$ cat config.mk
export PLATFORM = sky130hd
export DESIGN_NAME = counter_sequencer_flat
export DESIGN_NICKNAME = d
export VERILOG_FILES = /design/src/rtl/counter_sequencer_if.sv /design/src/rtl/counter_sequencer.sv /design/src/flat_wrapper.sv
export SDC_FILE = /design/constraint.sdc
export NUM_CORES = 1
export LEC_CHECK = 0
export CAP_MARGIN = 40
export CORE_MARGIN = 2
export CORE_UTILIZATION = 41
export DETAILED_ROUTE_END_ITERATION = 16
export PLACE_DENSITY_LB_ADDON = 0.1
export SYNTH_ARGS = -nofsm -noshare
export SYNTH_HDL_FRONTEND = slang
export SYNTH_SLANG_ARGS = --single-unit
export TNS_END_PERCENT = 20
$ cat constraint.sdc
create_clock -name clk -period 1.7 [get_ports clk]
set_input_delay 0.255 -clock clk [delete_from_list [all_inputs] [get_ports clk]]
set_output_delay 0.255 -clock clk [all_outputs]
set_load 0.02 [all_outputs]
$ cat src/rtl/counter_sequencer_if.sv
// Counter-side bus: the sequencer (master) issues step/load commands and
// reads back the current count from the up/down counter (slave).
interface counter_sequencer_if #(
    parameter int WIDTH = 4
);
    logic [WIDTH-1:0] count;
    logic             cnt_en;
    logic             cnt_dir;
    logic             cnt_load;
    logic [WIDTH-1:0] load_val;

    modport master (
        input  count,
        output cnt_en,
        output cnt_dir,
        output cnt_load,
        output load_val
    );

    modport slave (
        output count,
        input  cnt_en,
        input  cnt_dir,
        input  cnt_load,
        input  load_val
    );
endinterface

$ cat src/rtl/counter_sequencer.sv
// Control FSM turning board buttons/switches and the divider tick into counter
// step/load commands. Define BOUNCE_MODE_EN to reverse at limits when bounce_sw=1.
module counter_sequencer #(
    parameter int WIDTH   = 4,
    parameter int MIN_VAL = 0,
    parameter int MAX_VAL = 2**WIDTH-1
) (
    input  logic                 clk,
    input  logic                 rst,
    input  logic                 i_tick,
    input  logic                 i_start_btn,
    input  logic                 i_stop_btn,
    input  logic                 i_dir_sw,
    input  logic                 i_bounce_sw,
    output logic [1:0]           o_state_led,
    counter_sequencer_if.master  io_cnt
);
    localparam logic [WIDTH-1:0] L_MIN = WIDTH'(MIN_VAL);
    localparam logic [WIDTH-1:0] L_MAX = WIDTH'(MAX_VAL);

    typedef enum logic [1:0] {
        IDLE  = 2'b00,
        RUN   = 2'b01,
        PAUSE = 2'b10,
        DONE  = 2'b11
    } state_t;

    state_t           r_state;
    state_t           w_state_nxt;
    logic [1:0]       r_start_sync;
    logic [1:0]       r_stop_sync;
    logic             r_start_prev;
    logic             r_stop_prev;
    logic             w_start_ev;
    logic             w_stop_ev;
    logic             r_dir_q;
    logic             w_dir_nxt;
    logic             r_cnt_en;
    logic             w_cnt_en_nxt;
    logic             r_cnt_load;
    logic             w_cnt_load_nxt;
    logic [WIDTH-1:0] r_load_val;
    logic [WIDTH-1:0] w_load_val_nxt;
    logic [WIDTH-1:0] w_reload_val;
    logic             w_lim;
    logic             w_step_ok;

`ifndef BOUNCE_MODE_EN
    logic             w_unused_bounce;
    assign w_unused_bounce = i_bounce_sw;
`endif

    // Two-flop synchronizers, then a registered previous value for edge detect.
    always_ff @(posedge clk) begin
        if (rst) begin
            r_start_sync <= '0;
            r_stop_sync  <= '0;
            r_start_prev <= 1'b0;
            r_stop_prev  <= 1'b0;
        end else begin
            r_start_sync <= {r_start_sync[0], i_start_btn};
            r_stop_sync  <= {r_stop_sync[0], i_stop_btn};
            r_start_prev <= r_start_sync[1];
            r_stop_prev  <= r_stop_sync[1];
        end
    end

    assign w_start_ev   = r_start_sync[1] & ~r_start_prev;
    assign w_stop_ev    = r_stop_sync[1] & ~r_stop_prev;
    assign w_lim        = r_dir_q ? (io_cnt.count == L_MAX) : (io_cnt.count == L_MIN);
    assign w_reload_val = i_dir_sw ? L_MIN : L_MAX;
    // A tick held high would otherwise issue back-to-back steps.
    assign w_step_ok    = i_tick & ~r_cnt_en;

    always_comb begin
        w_state_nxt    = r_state;
        w_dir_nxt      = r_dir_q;
        w_cnt_en_nxt   = 1'b0;
        w_cnt_load_nxt = 1'b0;
        w_load_val_nxt = r_load_val;
        case (r_state)
            IDLE: begin
                if (w_start_ev && !w_stop_ev) begin
                    w_cnt_load_nxt = 1'b1;
                    w_load_val_nxt = w_reload_val;
                    w_dir_nxt      = i_dir_sw;
                    w_state_nxt    = RUN;
                end
            end
            RUN: begin
                if (w_stop_ev) begin
                    w_state_nxt = PAUSE;
                end else if (w_step_ok) begin
                    if (!w_lim) begin
                        w_cnt_en_nxt = 1'b1;
                    end else begin
`ifdef BOUNCE_MODE_EN
                        if (i_bounce_sw) begin
                            w_dir_nxt    = ~r_dir_q;
                            w_cnt_en_nxt = 1'b1;
                        end else begin
                            w_state_nxt = DONE;
                        end
`else
                        w_state_nxt = DONE;
`endif
                    end
                end
            end
            PAUSE: begin
                if (w_stop_ev) begin
                    w_state_nxt = IDLE;
                end else if (w_start_ev) begin
                    w_state_nxt = RUN;
                end
            end
            DONE: begin
                if (w_stop_ev) begin
                    w_state_nxt = IDLE;
                end else if (w_start_ev) begin
                    w_cnt_load_nxt = 1'b1;
                    w_load_val_nxt = w_reload_val;
                    w_dir_nxt      = i_dir_sw;
                    w_state_nxt    = RUN;
                end
            end
            default: w_state_nxt = IDLE;
        endcase
    end

    always_ff @(posedge clk) begin
        if (rst) begin
            r_state    <= IDLE;
            r_dir_q    <= 1'b1;
            r_cnt_en   <= 1'b0;
            r_cnt_load <= 1'b0;
            r_load_val <= '0;
        end else begin
            r_state    <= w_state_nxt;
            r_dir_q    <= w_dir_nxt;
            r_cnt_en   <= w_cnt_en_nxt;
            r_cnt_load <= w_cnt_load_nxt;
            r_load_val <= w_load_val_nxt;
        end
    end

    assign io_cnt.cnt_en   = r_cnt_en;
    assign io_cnt.cnt_dir  = r_dir_q;
    assign io_cnt.cnt_load = r_cnt_load;
    assign io_cnt.load_val = r_load_val;
    assign o_state_led     = r_state;
endmodule

$ cat src/flat_wrapper.sv
// flat-port wrapper written by rule: the top's interface ports become plain ports
module counter_sequencer_flat 
#(
    parameter int WIDTH   = 4,
    parameter int MIN_VAL = 0,
    parameter int MAX_VAL = 2**WIDTH-1
)
  (clk, rst, i_tick, i_start_btn, i_stop_btn, i_dir_sw, i_bounce_sw, o_state_led, io_cnt_count, io_cnt_cnt_en, io_cnt_cnt_dir, io_cnt_cnt_load, io_cnt_load_val);
  counter_sequencer_if #(.WIDTH(WIDTH)) io_cnt_i ();
  input  logic clk;
  input  logic rst;
  input  logic i_tick;
  input  logic i_start_btn;
  input  logic i_stop_btn;
  input  logic i_dir_sw;
  input  logic i_bounce_sw;
  output logic [1:0] o_state_led;
  input wire logic [$bits(io_cnt_i.count)-1:0] io_cnt_count;
  output wire logic [$bits(io_cnt_i.cnt_en)-1:0] io_cnt_cnt_en;
  output wire logic [$bits(io_cnt_i.cnt_dir)-1:0] io_cnt_cnt_dir;
  output wire logic [$bits(io_cnt_i.cnt_load)-1:0] io_cnt_cnt_load;
  output wire logic [$bits(io_cnt_i.load_val)-1:0] io_cnt_load_val;
  assign io_cnt_i.count = io_cnt_count;
  assign io_cnt_cnt_en = io_cnt_i.cnt_en;
  assign io_cnt_cnt_dir = io_cnt_i.cnt_dir;
  assign io_cnt_cnt_load = io_cnt_i.cnt_load;
  assign io_cnt_load_val = io_cnt_i.load_val;
  counter_sequencer #(.WIDTH(WIDTH), .MIN_VAL(MIN_VAL), .MAX_VAL(MAX_VAL)) u_core (.clk(clk), .rst(rst), .i_tick(i_tick), .i_start_btn(i_start_btn), .i_stop_btn(i_stop_btn), .i_dir_sw(i_dir_sw), .i_bounce_sw(i_bounce_sw), .o_state_led(o_state_led), .io_cnt(io_cnt_i));
endmodule
==> results of run 1 <==
[layer usage]
metal  share of wire, %  wire [um]  vias to the layer above  global-route usage [%]
li1                   -          -                      234                       -
met1                 47        498                      192                    20.4
met2                 46        486                       12                    20.2
met3                6.2         65                        0                    4.89
met4                  0          0                        0                    10.0
met5                  0          0                        -                       0
[logic make-up (layout without fill, tap and decap cells)]
kind of cell	after synthesis	count (layout)	share of synthesized area, %
AO/OA/AOI/OAI	8	8	9.05
buffers and inverters	8	30	7.46
AND/OR/NAND/NOR	20	20	21.0
adder cells (fa/ha/maj)	6	6	13.6
flip-flops	12	12	43.4
multiplexers	3	3	5.43
[layout make-up]
| class | count | area share, % |
|---|---|---|
| Multi-Input combinational cell | 37 | 34.7 |
| Sequential cell | 12 | 30.0 |
| Timing Repair Buffer | 22 | 26.6 |
| Clock buffer | 4 | 4.53 |
| Tap cell | 15 | 2.34 |
| Inverter | 4 | 1.88 |
[timing repair]
action                                  CTS  global route
gates resized for setup                   0             2
setup buffers                             0             1
endpoints found under the setup margin    0             2
[flip-flops by register name (all words and copies together) (netlist names)]
signal	cells
u_core.io_cnt.cnt_en	1
u_core.io_cnt.load_val	1
u_core.r_stop_sync	2
u_core.r_start_sync	2
u_core.io_cnt.cnt_dir	1
u_core.o_state_led	2
u_core.r_stop_prev	1
u_core.r_start_prev	1
u_core.io_cnt.cnt_load	1
[layout by cell type (no fill, tap or decap)]
cell / synthesis / routed
or4_1: 1 / 1
or2_2: 1 / 1
nand3b_1: 1 / 1
nand2_1: 4 / 4
clkbuf_8: 0 / 1
nor2_1: 1 / 1
a21oi_1: 2 / 2
a31oi_2: 0 / 1
ha_1: 6 / 6
buf_4: 3 / 4
nand4_1: 1 / 1
o21ai_0: 3 / 3
mux2i_1: 3 / 3
nor2b_1: 6 / 6
clkbuf_4: 0 / 3
nand2b_1: 1 / 1
inv_1: 4 / 4
dlymetal6s2s_1: 0 / 1
clkdlybuf4s50_1: 0 / 17
o31ai_1: 1 / 1
and3b_1: 1 / 1
nand3_1: 1 / 1
nor3_1: 1 / 1
o221a_2: 1 / 1
dfxtp_1: 12 / 12
nor3b_1: 1 / 1
[power breakdown]
part	leakage (nW)	switching (mW)	total (mW)	internal (mW)
clock network	0.0210	0.102	0.232	0.130
logic	0.222	0.144	0.293	0.149
registers	0.0982	0.0308	0.340	0.309
total	0.341	0.277	0.865	0.589
[path summary, 6_finish.rpt]
path                                               to  slack [ns]  depth (start not counted)
worst max-delay path                   o_state_led[0]        0.08                          1
worst min-delay path            u_core.r_stop_sync[1]        0.44                          1
worst max register to register  u_core.o_state_led[1]        0.14                          5
worst min register to register  u_core.r_stop_sync[1]        0.44                          1
[through the flow]
stage / power [mW] / setup TNS (ns) / hold WS [ns]
after floorplan: 0.520 / 0 / 0.380
after global placement: 0.622 / -0.474 / 0.420
after global routing: 0.926 / -0.00225 / 0.476
final: 0.865 / 0 / 0.441
after detailed placement: 0.626 / -0.560 / 0.426
after CTS: 0.859 / 0 / 0.443
==> out/results.tsv, run 1 <==
metric	value	unit
status	finished, final reports clean	
ys_warn_count	0	
peakVddDrop	0.000568	V
dr.pass1.iters	4	
timing.max_cap.violations	0	
n_antenna_cell	0	
placedCellCount	89	
setup_violations	0	
vias	438	
drt_wl_total	1.05	mm
drcViolationCount	0	
die-area	0.00166	mm2
place_congestion	0.665	
grt_use_total	15.2	%
io_buffer_count	18	
ios	20	
placed_cell_area	748	um2
wire_per_inst	11.2	um
final-seq-area	240	um2
fp.coreArea	0.00128	mm2
tightest_slew	0.219	ns
area_growth	44.8	%
synth_most_common_cell	dfxtp_1	
fin_area	801	um2
synthFlopType	dfxtp_1	
synthArstFlopShare	0	%
cp-startpoint	u_core.o_state_led[0]	
synth_edf_count	0	
clock_latency	0.28	ns
path_max_fanout	6	
final.setup_skew	0.00548	ns
syn-instance-count	57	
netlist_top_cells_area	dfxtp_1, ha_1, nor2b_1	
endpoint_kind	output port	
slew_viol_final	0	
rr_startpoint	u_core.io_cnt.cnt_dir	
slowest_stage	clkdlybuf4s50_1	
drtAntennaViolNets	0	
grt-ovfl-total	0	
cts.reportedPaths.clkPinSlew	0.08	ns
worst_ep_required_time	1.44	ns
final_core_util	62.3	%
die_h	40.7	um
hold_start	u_core.r_stop_sync[0]	
path_cells	clkdlybuf4s50_1	
multiInputGateArea	278	um2
cts_sinks	12	
cts_buffer_depth	2	
hold_path.class	reg2reg	
root_buffer	clkbuf_4	
period_share	95.1	%
drive_gt1_share	13.9	%
crit_arrival	1.36	ns
crit_type	reg2out	
finalCriticalPeriod	1.62	ns
cts_tree	yes	
fillers	110	
vias_per_cell	4.66	
antenna_found_initial	0	
timing.final.ws_setup	0.0840	ns
grt_pass1_wl	1.54	mm
nNetsFinal	97	
syn-num-nets	74	
pre_cts_slack	-0.281	ns
maxSlewHeadroom	85.4	%
yosys.area.top_type	dfxtp_1	
start_util	43.0	%
grt_pass1_vias	356	
synth-seq-cells	12	
fin_cells	94	
dp_hpwl	794	um
std_cell_rows	13	
fmax	0.619	GHz
cts_max_level	1	
path_delay_family	buffers and inverters	
dieWidth	40.7	um
synthDistinctLibCells	23	
grt_max_degree	9	
hold_viol_final	0	
numCtsBuffers	3	
syn_area_per_cell	9.70	um2
ys_seq_area_share	43.4	%
hold_buffers	0	
cp-start-kind	flip-flop	
cp.buffers_inverters	1	
drt_iter0_drc	5	
yosysTopAreaCellShare	43.4	%
p_per_area	1080	mW/mm2
synth_common_cells	dfxtp_1, ha_1, nor2b_1	
leakagePower	0.341	nW
max_stage_delay	0.64	ns
netlist_area	553	um2
No activity file was read; power rests on OpenSTA's default activity.
==> run 2: changes to the inputs <==
--- a/config.mk
+++ b/config.mk
@@ -10,6 +10,7 @@
 export CORE_UTILIZATION = 41
 export DETAILED_ROUTE_END_ITERATION = 16
 export PLACE_DENSITY_LB_ADDON = 0.1
+export SLEW_MARGIN = 10
 export SYNTH_ARGS = -nofsm -noshare
 export SYNTH_HDL_FRONTEND = slang
 export SYNTH_SLANG_ARGS = --single-unit
==> results of run 2 <==
The final DEF is identical to that of run 1; final timing and power are the same.
==> patch 1 (config.mk and constraints of run 2) <==
Reset style: asynchronous (`rst`), changed in 2 clocked blocks.
--- a/src/rtl/counter_sequencer.sv
+++ b/src/rtl/counter_sequencer.sv
@@ -51,7 +51,7 @@
 `endif
 
     // Two-flop synchronizers, then a registered previous value for edge detect.
-    always_ff @(posedge clk) begin
+    always_ff @(posedge clk or posedge rst) begin
         if (rst) begin
             r_start_sync <= '0;
             r_stop_sync  <= '0;
@@ -128,7 +128,7 @@
         endcase
     end
 
-    always_ff @(posedge clk) begin
+    always_ff @(posedge clk or posedge rst) begin
         if (rst) begin
             r_state    <= IDLE;
             r_dir_q    <= 1'b1;
Check against the original RTL: differs if rst is asserted again (counterexample within 4 cycles, from zero or initial values and one cycle with rst high); with rst held inactive, the same outputs for 10 cycles.
==> patch 1 against run 2 <==
Via count down 6.8%. Wire length decreased by 10%. Non-clock buffer count stayed put. Hold slack got worse by 0.16 ns. Synthesized area rose by 0.45%. Final cell count is 13% lower. Design area up 1.3%. Count of clock-buffer cells in the layout unchanged. Sequential cell count is the same. Worst setup slack got worse by 0.064 ns.
Power is not compared: it rests on default switching activity, and its combinational part moved more than twofold at a synthesized area within 25%.
==> patch 1: results (changes against run 2) <==
- The worst-case clock skew is 0.00179 ns (-0.00369 ns).
- The deepest level of the CTS H-tree was 1 (unchanged).
- The post-DP HPWL was 726 um (-8.6%).
- The number of diodes was 0 (unchanged).
- The fraction of met3 tracks used by global routing came to 8.15% (+3.3 points).
- The detail-routed via count per cell came to 4.98 (+6.8%).
* Met2 layer usage reported by global route: 23.4% (+3.2 points)
* Reg-to-reg setup timing slack: 0.07 ns (-0.07 ns)
- GR Util All Layers: 13.8% (-1.4 points)
- The number of unique standard cell types used by synthesis was 21 (-8.7%).
* Fill cells: 116 (+5.5%)
* Source of the worst register-to-register timing path: u_core.o_state_led[1]
- Synth warnings: 0 (unchanged)
* Clock latency reported for the late side of the worst-skew pair: 0.26 ns (-0.02 ns)
* Dominant cell by count in the synthesized netlist: sky130_fd_sc_hd__dfrtp_1
- The maximum clock path buffer count came to 2 (unchanged).
- The DRC violation total after the first TritonRoute iteration came to 7 (+2).
* Syn_nets: 61 (-18%)
- In this run the critical register-to-register path is captured at u_core.o_state_led[1].
- Number of global-route vias before repair: 360 (+1.1%)
* Hold Slack: 0.284 ns (-0.156 ns)
- The analysis attributes to cell leakage a power of 0.382 nW.
- Yosys attributes the largest share of cell area to sky130_fd_sc_hd__dfrtp_1 50%, sky130_fd_sc_hd__ha_1 14%, sky130_fd_sc_hd__dfstp_2 4.7%.
* Status: complete, no violations
- The met1 usage is 13.5% (-6.9 points).
* Pin count of the biggest net entering global routing: 13 (+4)
* Worst vdd rail ir drop: a little under 0.9 mV
- The share of post-route cells with drive strength above 1 was 23.9% (+10 points).
* PortBufs: 18 (unchanged)
- The async set or reset register ratio after synthesis is 100% (+100 points).
* Number of buffers inserted during clock tree synthesis: 3 (unchanged)
* Biggest fanout along the worst timing path: 2 (-4)
* Placer Congestion: 0.672 (+1.1%)
- Average wire length per cell after detail routing: 11.5 um (+2.6%)
- Share of the yosys chip area belonging to registers: 54.3% (+11 points)
- By count the netlist is led by 11 x sky130_fd_sc_hd__dfrtp_1, 6 x sky130_fd_sc_hd__ha_1, 4 x sky130_fd_sc_hd__inv_1.
- The critical path data arrival time came to 1.83 ns (+0.47 ns).
- Relative slew slack: 70.9% (-15 points)
- Cell internal power was estimated by the tool at 0.881 mW.
- Timing startpoint of the critical path: io_cnt_count[2]
- The net count of the finished layout is 85 (-12%).
- The total iterations of the first detailed-routing run came to 4 (unchanged).
- Clock-pin slew of the registers on the worst-case setup and hold paths: about 0.070 ns
* Global-route wire length before repair: 1390 um (-9.9%)
- In this run the worst hold path is classified as input pin to asynchronous set/reset pin.
patch 1: area by class of cell:
type	instances	share of cell area [%]
sequential	12	37.2
multi-input combinational	25	28.5
timing repair buffer	22	25.6
clock buffer	4	4.48
tap	15	2.31
inverter	4	1.85
patch 1: power groups by stage:
stage	clock (mW)	sequential, mW	combinational [mW]
2_1_floorplan	0	0.494	0.329
3_3_place_gp	0	0.419	0.632
3_5_place_dp	0	0.422	0.635
4_1_cts	0.226	0.417	0.707
5_1_grt	0.241	0.429	0.782
6_report	0.215	0.419	0.716
patch 1: stage by stage:
step	area [sq um]	worst slack (ns)	cells	utilization, %
final	811	0.0199	82	63.1
after global routing	811	-0.0101	82	63.1
after CTS	797	0.0165	82	62.0
after detailed placement	747	-0.504	76	58.1
after global placement	747	-0.463	76	58.1
after floorplan	556	0.0171	44	-
patch 1: cells by family (layout without fill, tap and decap cells):
| family | Yosys count | count (layout) | synth area share, % |
|---|---|---|---|
| adders and majority gates | 6 | 6 | 13.5 |
| muxes | 3 | 3 | 5.86 |
| and+or+nand+nor | 9 | 9 | 10.1 |
| AOI/OAI and AO/OA | 7 | 7 | 9.46 |
| DFF | 12 | 12 | 54.3 |
| buffers and inverters | 7 | 30 | 6.76 |
patch 1: worst max-delay path, cell delays in order:
cell                            delay [ns]
sky130_fd_sc_hd__dlygate4sd2_1        0.24
sky130_fd_sc_hd__or4_4                0.53
sky130_fd_sc_hd__mux2i_2              0.19
sky130_fd_sc_hd__nand3b_1             0.12
sky130_fd_sc_hd__a31oi_2              0.18
sky130_fd_sc_hd__mux2_4               0.32
patch 1: worst max-delay path by stage:
stage,to,slack (ns)
after floorplan,u_core.o_state_led[1],0.02
after global placement,u_core.o_state_led[1],-0.46
after detailed placement,u_core.o_state_led[1],-0.50
after CTS,io_cnt_cnt_dir,0.02
after global routing,u_core.o_state_led[1],-0.01
final,u_core.o_state_led[1],0.02
patch 1: metal layers:
| metal | up-vias | wire (um) |
|---|---|---|
| met4 | 0 | 0 |
| met5 | - | 0 |
| met1 | 197 | 405 |
| met2 | 16 | 476 |
| met3 | 0 | 59 |
| li1 | 195 | - |
patch 1: repair_timing:
item,CTS,global route
gates cloned,0,0
gates resized for setup,5,4
pin swaps,3,1
setup buffers,2,0
endpoints found under the hold margin,0,0
endpoints found under the setup margin,1,3
==> patch 2 (config.mk and constraints of run 2) <==
Made on the original files. `WIDTH` is set to 4 in 3 places; all go to 2.
--- a/src/rtl/counter_sequencer_if.sv
+++ b/src/rtl/counter_sequencer_if.sv
@@ -1,7 +1,7 @@
 // Counter-side bus: the sequencer (master) issues step/load commands and
 // reads back the current count from the up/down counter (slave).
 interface counter_sequencer_if #(
-    parameter int WIDTH = 4
+    parameter int WIDTH = 2
 );
     logic [WIDTH-1:0] count;
     logic             cnt_en;
--- a/src/rtl/counter_sequencer.sv
+++ b/src/rtl/counter_sequencer.sv
@@ -1,7 +1,7 @@
 // Control FSM turning board buttons/switches and the divider tick into counter
 // step/load commands. Define BOUNCE_MODE_EN to reverse at limits when bounce_sw=1.
 module counter_sequencer #(
-    parameter int WIDTH   = 4,
+    parameter int WIDTH   = 2,
     parameter int MIN_VAL = 0,
     parameter int MAX_VAL = 2**WIDTH-1
 ) (
--- a/src/flat_wrapper.sv
+++ b/src/flat_wrapper.sv
@@ -1,7 +1,7 @@
 // flat-port wrapper written by rule: the top's interface ports become plain ports
 module counter_sequencer_flat 
 #(
-    parameter int WIDTH   = 4,
+    parameter int WIDTH   = 2,
     parameter int MIN_VAL = 0,
     parameter int MAX_VAL = 2**WIDTH-1
 )
Ports: changed (resized io_cnt_count and io_cnt_load_val); port bits go from 20 to 16. The function was not compared with the original's and may differ.
==> patch 2 against run 2 <==
Design area decreased by 8.9%. First-iteration DRC count decreased by 80%. Utilization decreased by 4.1 points. Synthesized cell count decreased by 8.8%. Synthesized area decreased by 3.4%. Power decreased by 6.9%. Sequential cell count unchanged. Worst setup slack improved by 0.053 ns. Wire length decreased by 17%. Critical path type unchanged.
==> patch 2: results (changes against run 2) <==
- The post-CTS resize count was 0 (unchanged).
* GR Util All Layers: 14.2% (-1.0 points)
* Cell Area, Placed: 689 sq um (-7.9%)
- The maximum net fanout on the critical path is 5 (-1).
- Most area-consuming cells after synthesis: sky130_fd_sc_hd__dfxtp_1 45%, sky130_fd_sc_hd__ha_1 12%, sky130_fd_sc_hd__nor2b_1 7.0%
- Source of the worst register-to-register timing path: u_core.o_state_led[0]
- The run finished with clean final reports.
- Post-layout nets: 84 (-13%)
- Multiplexer area fraction after synthesis: 3.75% (-1.7 points)
- After synthesis, the most frequently instantiated cells are 12 x sky130_fd_sc_hd__dfxtp_1, 6 x sky130_fd_sc_hd__nor2b_1, 5 x sky130_fd_sc_hd__ha_1.
* Fill cells: 122 (+11%)
- Fraction of the mapped netlist area in adder cells: 11.7% (-1.9 points)
* Worst Reg2Reg Path Length in Cells: 6 (+1)
- Count of vias placed by the detailed router: 384 (-12%)
* Half-perimeter wire length after detailed placement: 642 um (-19%)
- Share of the yosys chip area belonging to registers: 45.0% (+1.5 points)
- The total iterations of the first detailed-routing run came to 2 (-2).
- Worst setup path end: o_state_led[1]
- The port buffer count came to 14 (-4).
- Worst vdd rail ir drop: 0.729 mV (+28%)
- Compound-cell area share of the yosys netlist: 6.79% (-2.3 points)
* Share of layout cells above drive strength 1: 14.5% (+0.57 points)
* Global-route wire length before repair: 1380 um (-10%)
- Timing startpoint of the critical path: u_core.o_state_led[1]
- The routed length per instance was 10.3 um (-7.5%).
- The number of unique standard cell types used by synthesis is 24 (+4.3%).
- The worst-case clock skew was 0.00178 ns (-0.00370 ns).
- The largest net degree at the start of global routing is 14 (+5).
- The static leakage was 0.317 nW (-7.0%).
- The critical path data arrival time is 1.31 ns (-0.05 ns).
- The worst relative slew slack is 70.8% (-15 points).
- The placer congestion estimate is 0.693 (+4.2%).
- Number of DRC markers in iteration 0: 1 (-4)
* Number of global-route vias before repair: 328 (-7.9%)
* Syn_nets: 66 (-11%)
==> patch 2: metrics by stage <==
| stage | total power [mW] | instances | setup WS, ns |
|---|---|---|---|
| after floorplan | 0.490 | 52 | 0.0577 |
| after global placement | 0.584 | 80 | 0.114 |
| after detailed placement | 0.587 | 80 | 0.0974 |
| after CTS | 0.815 | 84 | 0.0223 |
| after global routing | 0.874 | 84 | 0.0452 |
| final | 0.805 | 84 | 0.137 |
==> patch 2: final cells by class <==
class                      instances  area, sq um  area share (%)
multi-input combinational         35          272            37.2
sequential                        12          241            33.1
clock buffer                       4         36.3            4.97
inverter                           3         11.3            1.54
tap                               15         18.8            2.57
timing repair buffer              15          150            20.6
==> patch 2: worst min path at each step <==
stage,startpoint,to,slack (ns),cells after the start
floorplan,rst,u_core.r_stop_sync[0],0.33,1
global placement,u_core.r_stop_sync[0],u_core.r_stop_sync[1],0.42,1
detailed placement,u_core.r_stop_sync[0],u_core.r_stop_sync[1],0.43,1
CTS,u_core.r_start_sync[0],u_core.r_start_sync[1],0.45,1
global route,u_core.r_start_sync[0],u_core.r_start_sync[1],0.45,1
finish,u_core.r_start_sync[0],u_core.r_start_sync[1],0.44,1
==> patch 2: metal layers <==
metal | vias up | wire length, um | GRT usage (%)
li1 | 208 | - | -
met1 | 162 | 422 | 17.0
met2 | 14 | 380 | 19.4
met3 | 0 | 66 | 10.0
met4 | 0 | 0 | 5.17
met5 | - | 0 | 0
==> patch 2: power by group <==
group          switching [mW]  leakage, nW  internal [mW]  total (mW)
Combinational           0.117        0.198          0.130       0.247
Sequential             0.0228       0.0986          0.309       0.332
Clock                  0.0960       0.0210          0.130       0.226
Total                   0.236        0.317          0.569       0.805
